<file path="src/rtl/mc_ctrl.sv">
// Multi-cycle control FSM for the MIPS-subset datapath: FETCH/DECODE/EXEC/MEM/WB sequencing.
// Optional retired-instruction counter enabled by defining MC_CTRL_RETIRE_CNT_EN.
module mc_ctrl #(
  parameter int MC_CNT_W = 32
) (
  input  logic        clk,
  input  logic        reset,
  input  logic [31:0] instr,
  input  logic        zero,
  input  logic        mem_ready,
  output logic        pc_we,
  output logic        ir_we,
  output logic [2:0]  npc_op,
  output logic [2:0]  alu_op,
  output logic        alu_src,
  output logic        sll_sign,
  output logic        reg_dst,
  output logic        reg_we,
  output logic        mem_to_reg,
  output logic        link,
  output logic        mem_req,
  output logic        mem_we,
  output logic [2:0]  state,
  output logic        illegal
`ifdef MC_CTRL_RETIRE_CNT_EN
  ,
  output logic [MC_CNT_W-1:0] retire_cnt
`endif
);

  typedef enum logic [2:0] {
    S_FETCH  = 3'd0,
    S_DECODE = 3'd1,
    S_EXEC   = 3'd2,
    S_MEM    = 3'd3,
    S_WB     = 3'd4
  } state_e;

  typedef enum logic [3:0] {
    K_ADD, K_SUB, K_SLL, K_ORI, K_LW, K_SW, K_BEQ, K_LUI, K_JAL, K_JR, K_ILL
  } kind_e;

  state_e state_q, state_d;
  kind_e  kind;
  logic   in_body;

  // Only opcode and funct matter to control; register/immediate fields belong to the datapath.
  logic unused_instr_fields;
  assign unused_instr_fields = ^instr[25:6];

  always_comb begin
    kind = K_ILL;
    case (instr[31:26])
      6'h00: begin
        case (instr[5:0])
          6'h20:   kind = K_ADD;
          6'h22:   kind = K_SUB;
          6'h00:   kind = K_SLL;
          6'h08:   kind = K_JR;
          default: kind = K_ILL;
        endcase
      end
      6'h0D:   kind = K_ORI;
      6'h23:   kind = K_LW;
      6'h2B:   kind = K_SW;
      6'h04:   kind = K_BEQ;
      6'h0F:   kind = K_LUI;
      6'h03:   kind = K_JAL;
      default: kind = K_ILL;
    endcase
  end

  assign in_body = (state_q == S_EXEC) || (state_q == S_MEM) || (state_q == S_WB);

  // NOTE: every output and state_d gets a default before any branch, so no path leaves
  // a variable unassigned and no latch is inferred.
  always_comb begin
    pc_we      = 1'b0;
    ir_we      = 1'b0;
    npc_op     = 3'b000;
    alu_op     = 3'b101;
    alu_src    = 1'b0;
    sll_sign   = 1'b0;
    reg_dst    = 1'b0;
    reg_we     = 1'b0;
    mem_to_reg = 1'b0;
    link       = 1'b0;
    mem_req    = 1'b0;
    mem_we     = 1'b0;
    illegal    = 1'b0;
    state_d    = S_FETCH;

    // Datapath steering stays stable from EXEC through WB of the same instruction.
    if (in_body) begin
      case (kind)
        K_SLL:             alu_op = 3'b000;
        K_SUB:             alu_op = 3'b001;
        K_ORI:             alu_op = 3'b010;
        K_ADD, K_LW, K_SW: alu_op = 3'b011;
        K_LUI:             alu_op = 3'b100;
        default:           alu_op = 3'b101;
      endcase
      alu_src    = (kind == K_ORI) || (kind == K_LW) || (kind == K_SW) || (kind == K_LUI);
      sll_sign   = (kind == K_SLL);
      reg_dst    = (kind == K_ADD) || (kind == K_SUB) || (kind == K_SLL);
      mem_to_reg = (kind == K_LW);
      link       = (kind == K_JAL);
    end

    case (state_q)
      S_FETCH: begin
        ir_we   = 1'b1;
        pc_we   = 1'b1;
        state_d = S_DECODE;
      end
      S_DECODE: begin
        if (kind == K_ILL) begin
          illegal = 1'b1;
          state_d = S_FETCH;
        end else begin
          state_d = S_EXEC;
        end
      end
      S_EXEC: begin
        case (kind)
          K_BEQ: begin
            npc_op  = 3'b001;
            pc_we   = zero;
            state_d = S_FETCH;
          end
          K_JR: begin
            npc_op  = 3'b100;
            pc_we   = 1'b1;
            state_d = S_FETCH;
          end
          K_JAL: begin
            npc_op  = 3'b010;
            pc_we   = 1'b1;
            state_d = S_WB;
          end
          K_LW, K_SW: state_d = S_MEM;
          K_ILL:      state_d = S_FETCH;
          default:    state_d = S_WB;
        endcase
      end
      S_MEM: begin
        mem_req = 1'b1;
        mem_we  = (kind == K_SW);
        if (mem_ready) state_d = (kind == K_SW) ? S_FETCH : S_WB;
        else           state_d = S_MEM;
      end
      S_WB: begin
        reg_we  = 1'b1;
        state_d = S_FETCH;
      end
      default: state_d = S_FETCH;
    endcase

    // Side-effecting enables are killed combinationally so reset abandons any access at once.
    if (reset) begin
      pc_we   = 1'b0;
      ir_we   = 1'b0;
      reg_we  = 1'b0;
      mem_req = 1'b0;
      mem_we  = 1'b0;
      illegal = 1'b0;
    end
  end

  // NOTE: sequential state uses non-blocking assignments so every flop samples pre-edge values.
  always_ff @(posedge clk) begin
    if (reset) state_q <= S_FETCH;
    else       state_q <= state_d;
  end

  assign state = state_q;

`ifdef MC_CTRL_RETIRE_CNT_EN
  logic [MC_CNT_W-1:0] retire_q, retire_d;
  logic                retire_evt;

  assign retire_evt = in_body && (state_d == S_FETCH);
  assign retire_d   = retire_evt ? retire_q + MC_CNT_W'(1) : retire_q;

  always_ff @(posedge clk) begin
    if (reset) retire_q <= '0;
    else       retire_q <= retire_d;
  end

  assign retire_cnt = retire_q;
`endif

endmodule

</file>
<file path="config.mk">
export PLATFORM = sky130hd
export DESIGN_NAME = mc_ctrl
export DESIGN_NICKNAME = d
export VERILOG_FILES = /design/src/rtl/mc_ctrl.sv
export SDC_FILE = /design/constraint.sdc
export NUM_CORES = 1
export LEC_CHECK = 0
export CAP_MARGIN = 20
export CORE_UTILIZATION = 31
export CTS_BUF_LIST = sky130_fd_sc_hd__clkbuf_4 sky130_fd_sc_hd__clkbuf_8
export CTS_CLUSTER_SIZE = 16
export DETAILED_ROUTE_END_ITERATION = 10
export PLACE_DENSITY = 0.79
export SETUP_SLACK_MARGIN = 0.5
export SYNTH_ARGS = -nofsm -noshare
export SYNTH_HDL_FRONTEND = slang
export SYNTH_SLANG_ARGS = --single-unit
</file>
<file path="constraint.sdc">
create_clock -name clk -period 2.8 [get_ports clk]
set_input_delay 0.56 -clock clk [delete_from_list [all_inputs] [get_ports clk]]
set_output_delay 0.56 -clock clk [all_outputs]
set_load 0.005 [all_outputs]
</file>
==> Yosys cells after proc, flatten, opt, wreduce, memory -nomap -nowiden <==
Cells that the tools add are included.
{ "classes": {"eq_ne": 23, "muxes": 30, "reduce_logical": 15} }
{ "ops": {"columns": ["op", "count"], "rows": [
  ["$pmux 4 s7", 1],
  ["$eq 6x6->1 const B", 4],
  ["$eq 6x4->1 const B", 3],
  ["$mux 1", 17],
  ["$eq 4x3->1 const B", 4],
  ["$pmux 4 s4", 1],
  ["$pmux 3 s5", 1],
  ["$eq 4x4->1 const B", 3],
  ["$logic_not 6->1", 2],
  ["$mux 3", 4],
  ["$pmux 3 s4", 1],
  ["$pmux 3 s3", 1],
  ["$eq 4x2->1 const B", 2],
  ["$logic_or 1x1->1", 7],
  ["$eq 3x2->1 const B", 2],
  ["$eq 6x2->1 const B", 1],
  ["$eq 6x3->1 const B", 1],
  ["$pmux 3 s2", 1],
  ["$reduce_or 3->1", 2],
  ["$eq 4x1->1 const B", 1],
  ["$logic_not 4->1", 1],
  ["$pmux 1 s2", 2],
  ["$reduce_or 2->1", 2],
  ["$eq 3x1->1 const B", 1],
  ["3 further kinds", 3]
]} }
{ "totals": {"register_bits": 3, "elab_cells": 69, "inputBits": 36} }

==> Longest topological paths before layout <==
{ "logic_depth": {"word_depth": 8, "depth_mapped": 6, "ltp_nobuf": 5} }

==> Least setup slack after synthesis <==
Ideal clock, no wire load.
{ "synth_path": {"kind": "input to output", "start": "input instr[0]", "end": "output alu_op[2]", "stages": 5, "arrival_time_ns": 1.991, "slack_ns": 0.249, "cell_sequence": "nor3_1 o21ai_2 a2111oi_4 nor2_2 a211o_1"} }
{ "synth_between": {"elab_chain_len": 7, "word_cells_on_any_way": 16} }
{ "synth_rtl": {"columns": ["item", "line_no", "text"], "rows": [
  ["start, declared", "8", "input logic [31:0] instr,"],
  ["$eq 6x4->1, or another cell as far along", "55", "case (instr[5:0])"],
  ["$pmux 4 s4 *", "55", null],
  ["$pmux 4 s7 *", "53", "case (instr[31:26])"],
  ["$eq 4x3->1 or $logic_not 4->1 (tied branches)", "95", "case (kind)"],
  ["$reduce_or 3->1", "95", null],
  ["$pmux 3 s5 *", "95", null],
  ["$mux 3 *", "94", "if (in_body) begin"],
  ["end, declared", "14", "output logic [2:0] alu_op,"]
]} }
Every way passes the cells marked *; elsewhere a longest branch is shown, timed or not.

==> Final worst setup path <==
{ "layout_path": {"start": "input instr[26]", "end": "output alu_op[1]"} }
{ "layout_between": {"elab_chain_len": 6, "word_cells_on_any_way": 18} }
{ "layout_rtl": {"columns": ["item", "line_no"], "rows": [
  ["$eq 6x2->1, or another cell as far along", "53"],
  ["$pmux 4 s7 *", "53"],
  ["$eq 4x3->1 or $logic_not 4->1 (tied branches)", "95"],
  ["$reduce_or 3->1", "95"],
  ["$pmux 3 s5 *", "95"],
  ["$mux 3 *", "94"]
]} }
Marked as above.

==> tab_implementation.tex <==
\begin{tabular}{lr}
\hline
Metric & Value \\
\hline
\multicolumn{2}{l}{\textbf{Route}} \\
1st-pass router iterations & 4 \\
Avg Vias per Cell & 5.99 \\
Post-route DRC & 0 \\
Final ANT Viol Nets & 0 \\
Number of design-rule violations left by the first detailed-router iteration & 29 \\
Total vias in the final route & 1114 \\
Wire length per cell & 19.5 um \\
DRT Wirelength & 3.63 mm \\
\multicolumn{2}{l}{\textbf{Synthesis}} \\
Cell types with the largest area share after synthesis & sky130\_fd\_sc\_hd\_\_dfxtp\_1, sky130\_fd\_sc\_hd\_\_nor3\_1, sky130\_fd\_sc\_hd\_\_nand2b\_1 \\
Post-synthesis cell count & 82 \\
Count of distinct cell types in the synthesized netlist & 39 \\
Synthesized Nets & 118 \\
Post-synth EDFFs & 0 \\
Library cell occupying the most area in the post-synthesis netlist & sky130\_fd\_sc\_hd\_\_dfxtp\_1 \\
Flip-flop cell with the highest count after synthesis & sky130\_fd\_sc\_hd\_\_dfxtp\_1 \\
Area of the mapped netlist & 597 sq um \\
Number of storage elements in the synthesis netlist & 3 \\
Average instance area after synthesis & 7.28 sq um \\
Most frequent cells after synthesis & sky130\_fd\_sc\_hd\_\_nor3\_1, sky130\_fd\_sc\_hd\_\_nor2\_1, sky130\_fd\_sc\_hd\_\_nand2b\_1, sky130\_fd\_sc\_hd\_\_o21ai\_0, sky130\_fd\_sc\_hd\_\_a31oi\_1 \\
Yosys warning count & 0 \\
Proportion of synthesized flip-flops having asynchronous set or reset & 0\% \\
Top-count cell post-synth & sky130\_fd\_sc\_hd\_\_nor3\_1 \\
Sequential share of the synthesized area & 10.1\% \\
Top cell type's share of synthesized area & 10.1\% \\
\multicolumn{2}{l}{\textbf{STA}} \\
Final number of max-transition violations & 0 \\
Clk\_skew & 0.0146 ns \\
Actual transition at the worst max-transition pin & 0.798 ns \\
Final setup margin & -0.0335 ns \\
Final critical-path share of the clock period & 101\% \\
Final setup vio count & 3 \\
Final critical path time including I/O delays and setup & 2.83 ns \\
RSZ-0062 raised after global routing & yes \\
Fin. Hold Viols & 0 \\
Normalized max-slew margin & 46.1\% \\
Maximum clock frequency & 353 MHz \\
\multicolumn{2}{l}{\textbf{Floorplan}} \\
Die ar. & 0.00210 sq mm \\
Initial Util & 33.8\% \\
Die span in y & 45.9 um \\
Total number of placement rows & 15 \\
I/O pins & 56 \\
Core Box Area & 0.00176 sq mm \\
Die extent in x & 45.9 um \\
\multicolumn{2}{l}{\textbf{Worst setup path}} \\
Register-to-register setup slack & 1.06 ns \\
Critical path endpoint category & primary output \\
Crit path DAT & 2.27 ns \\
Critical-path cell with the highest stage delay & sky130\_fd\_sc\_hd\_\_or4\_4 \\
Data required time at the worst endpoint & 2.24 ns \\
Maximum net fanout on the critical path & 3 \\
Cell Chain, Critical Path & buf\_8, or4\_4, nor3\_4, buf\_6, a2111o\_1, buf\_4, nand3\_2, a21oi\_2, buf\_2 \\
Worst Setup Start Kind & input port \\
Startpoint-to-endpoint class of the critical path & input port to primary output \\
Crit-path max cell delay & 0.57 ns \\
\multicolumn{2}{l}{\textbf{Pwr}} \\
Total Power Consumption & 0.000277 W \\
Leakage power of the design & 0.645 nW \\
Power density of the placed cells & 182 mW/mm\^{}2 \\
Net switching power & 0.0000984 W \\
Part of the power in the clock network & 33.0\% \\
Logic pwr share & 49.0\% \\
Sequential share of power & 18.0\% \\
Internal power component & 0.000178 W \\
Switching power share of the total & 35.5\% \\
Worst-case vdd ir drop & 123 uV \\
\multicolumn{2}{l}{\textbf{Final layout}} \\
Synth-to-Final Area Change & 155\% \\
Fillers & 98 \\
Antenna diode count & 0 \\
Max FFs per register & 3 \\
Ratio of cells with drive above 1 in the final layout & 66.5\% \\
Post-layout net count & 198 \\
Number of standard cells in the final layout excluding fillers & 186 \\
\multicolumn{2}{l}{\textbf{Clocking}} \\
CTS tree & built \\
Master cell of the clock root buffer & sky130\_fd\_sc\_hd\_\_clkbuf\_4 \\
Clock-pin slew of the registers on the worst-case setup and hold paths & 0.05 ns \\
Buffer depth of the longest clock path & 2 \\
CTS sink cnt & 3 \\
\# H-tree levels & 1 \\
CTS buffer count & 3 \\
Clock network latency to the later pin of the worst-skew pair & 0.24 ns \\
\multicolumn{2}{l}{\textbf{Global routing}} \\
Overall global routing resource usage & 32.5\% \\
Antenna violations before repair & 0 \\
Global-route wire length before repair & 4.86 mm \\
Maximum number of pins on one net before global-route repair & 12 \\
Via count of the first global-routing pass & 1044 \\
GR Overflow Total & 0 \\
\multicolumn{2}{l}{\textbf{Worst hold path}} \\
Hold Path Class & flip-flop to flip-flop \\
\multicolumn{2}{l}{\textbf{Placement}} \\
Last weighted congestion value of the routability-driven placer & 0.802 \\
Half-perimeter wire length of the detailed placement result & 1.94 mm \\
Port Buffers & 35 \\
Number of placed cells counting well taps & 164 \\
\multicolumn{2}{l}{\textbf{Outcome}} \\
Outcome & complete, but fails checks \\
Violated checks & negative setup slack \\
\multicolumn{2}{l}{\textbf{Run}} \\
Max Cap Viol & 0 \\
\hline
\end{tabular}
-- worst paths after layout --
check                             end  cells after the start           startpoint
hold / removal    state[0]$_SDFF_PP0_                      1  state[1]$_SDFF_PP0_
setup reg to reg  state[2]$_SDFF_PP0_                      3  state[1]$_SDFF_PP0_
setup / recovery            alu_op[1]                      9            instr[26]
hold reg to reg   state[0]$_SDFF_PP0_                      1  state[1]$_SDFF_PP0_
-- metrics by stage --
step / hold slack, ns / setup TNS (ns) / util (%) / area [sq um] / setup slack, ns
floorplan: 0.563 / 0 / - / 633 / 0.312
global placement: 0.603 / -7.62 / 67.4 / 1190 / -0.671
detailed placement: 0.625 / -8.64 / 67.4 / 1190 / -0.784
CTS: 0.622 / -0.0531 / 77.7 / 1370 / -0.0181
global route: 0.695 / -0.325 / 86.1 / 1520 / -0.0841
finish: 0.652 / -0.0762 / 86.1 / 1520 / -0.0335
-- what timing repair did --
action,in CTS,in global routing
pin swaps,22,19
hold buffers,0,0
cloned,0,0
endpoints found under the hold margin,0,0
setup endpoints to repair,20,18
resized for setup,117,30
buffers inserted,11,7
-- cells by family after synthesis --
| logic type | Yosys count | share of synthesized area (%) |
|---|---|---|
| simple gates | 48 | 50.3 |
| buf+inv | 5 | 3.35 |
| mux | 2 | 3.56 |
| compound gates | 24 | 32.7 |
| flops | 3 | 10.1 |
-- cell usage in the layout, fill, tap and decap left out, types with 3 or more instances in the layout --
master                             n
sky130_fd_sc_hd__buf_4            30
sky130_fd_sc_hd__dlygate4sd2_1     8
sky130_fd_sc_hd__o21ai_1           3
sky130_fd_sc_hd__nor3_2            5
sky130_fd_sc_hd__nor4_4            3
sky130_fd_sc_hd__nor3_4            3
sky130_fd_sc_hd__buf_6            14
sky130_fd_sc_hd__clkbuf_4          4
sky130_fd_sc_hd__nand3_2           3
sky130_fd_sc_hd__dfxtp_1           3
sky130_fd_sc_hd__clkdlybuf4s50_1   6
sky130_fd_sc_hd__nand2b_1          3
sky130_fd_sc_hd__nand4_1           3
sky130_fd_sc_hd__buf_2            14
sky130_fd_sc_hd__nor2_1            5
-- worst max-delay path, delay by kind of cell --
kind / cells / cell delay (ns)
AND/OR/NAND/NOR: 3 / 0.88
buffers and inverters: 4 / 0.51
AO/OA/AOI/OAI: 2 / 0.33
-- power groups by stage --
stage	sequential [W]	clock, W	combinational [W]
floorplan	0.0000476	0	0.0000396
global placement	0.0000487	0	0.0000988
detailed placement	0.0000490	0	0.000103
CTS	0.0000483	0.0000901	0.000116
global route	0.0000495	0.0000928	0.000141
finish	0.0000497	0.0000914	0.000136
-- routing by layer --
metal | GRT usage (%) | part of all wire (%)
met4 | 13.5 | 4.2
met2 | 59.7 | 50
met3 | 2.78 | 6.5
met1 | 37.6 | 39
met5 | 0 | 0
-- final cells by class --
cell class	count	area (sq um)	share of cell area (%)
inverter	2	7.51	0.494
multi-input combinational	74	743	48.9
timing repair buffer	78	647	42.6
tap	25	31.3	2.06
clock buffer	4	30.0	1.98
sequential	3	60.1	3.95
Power figures use the tool's default switching activity.
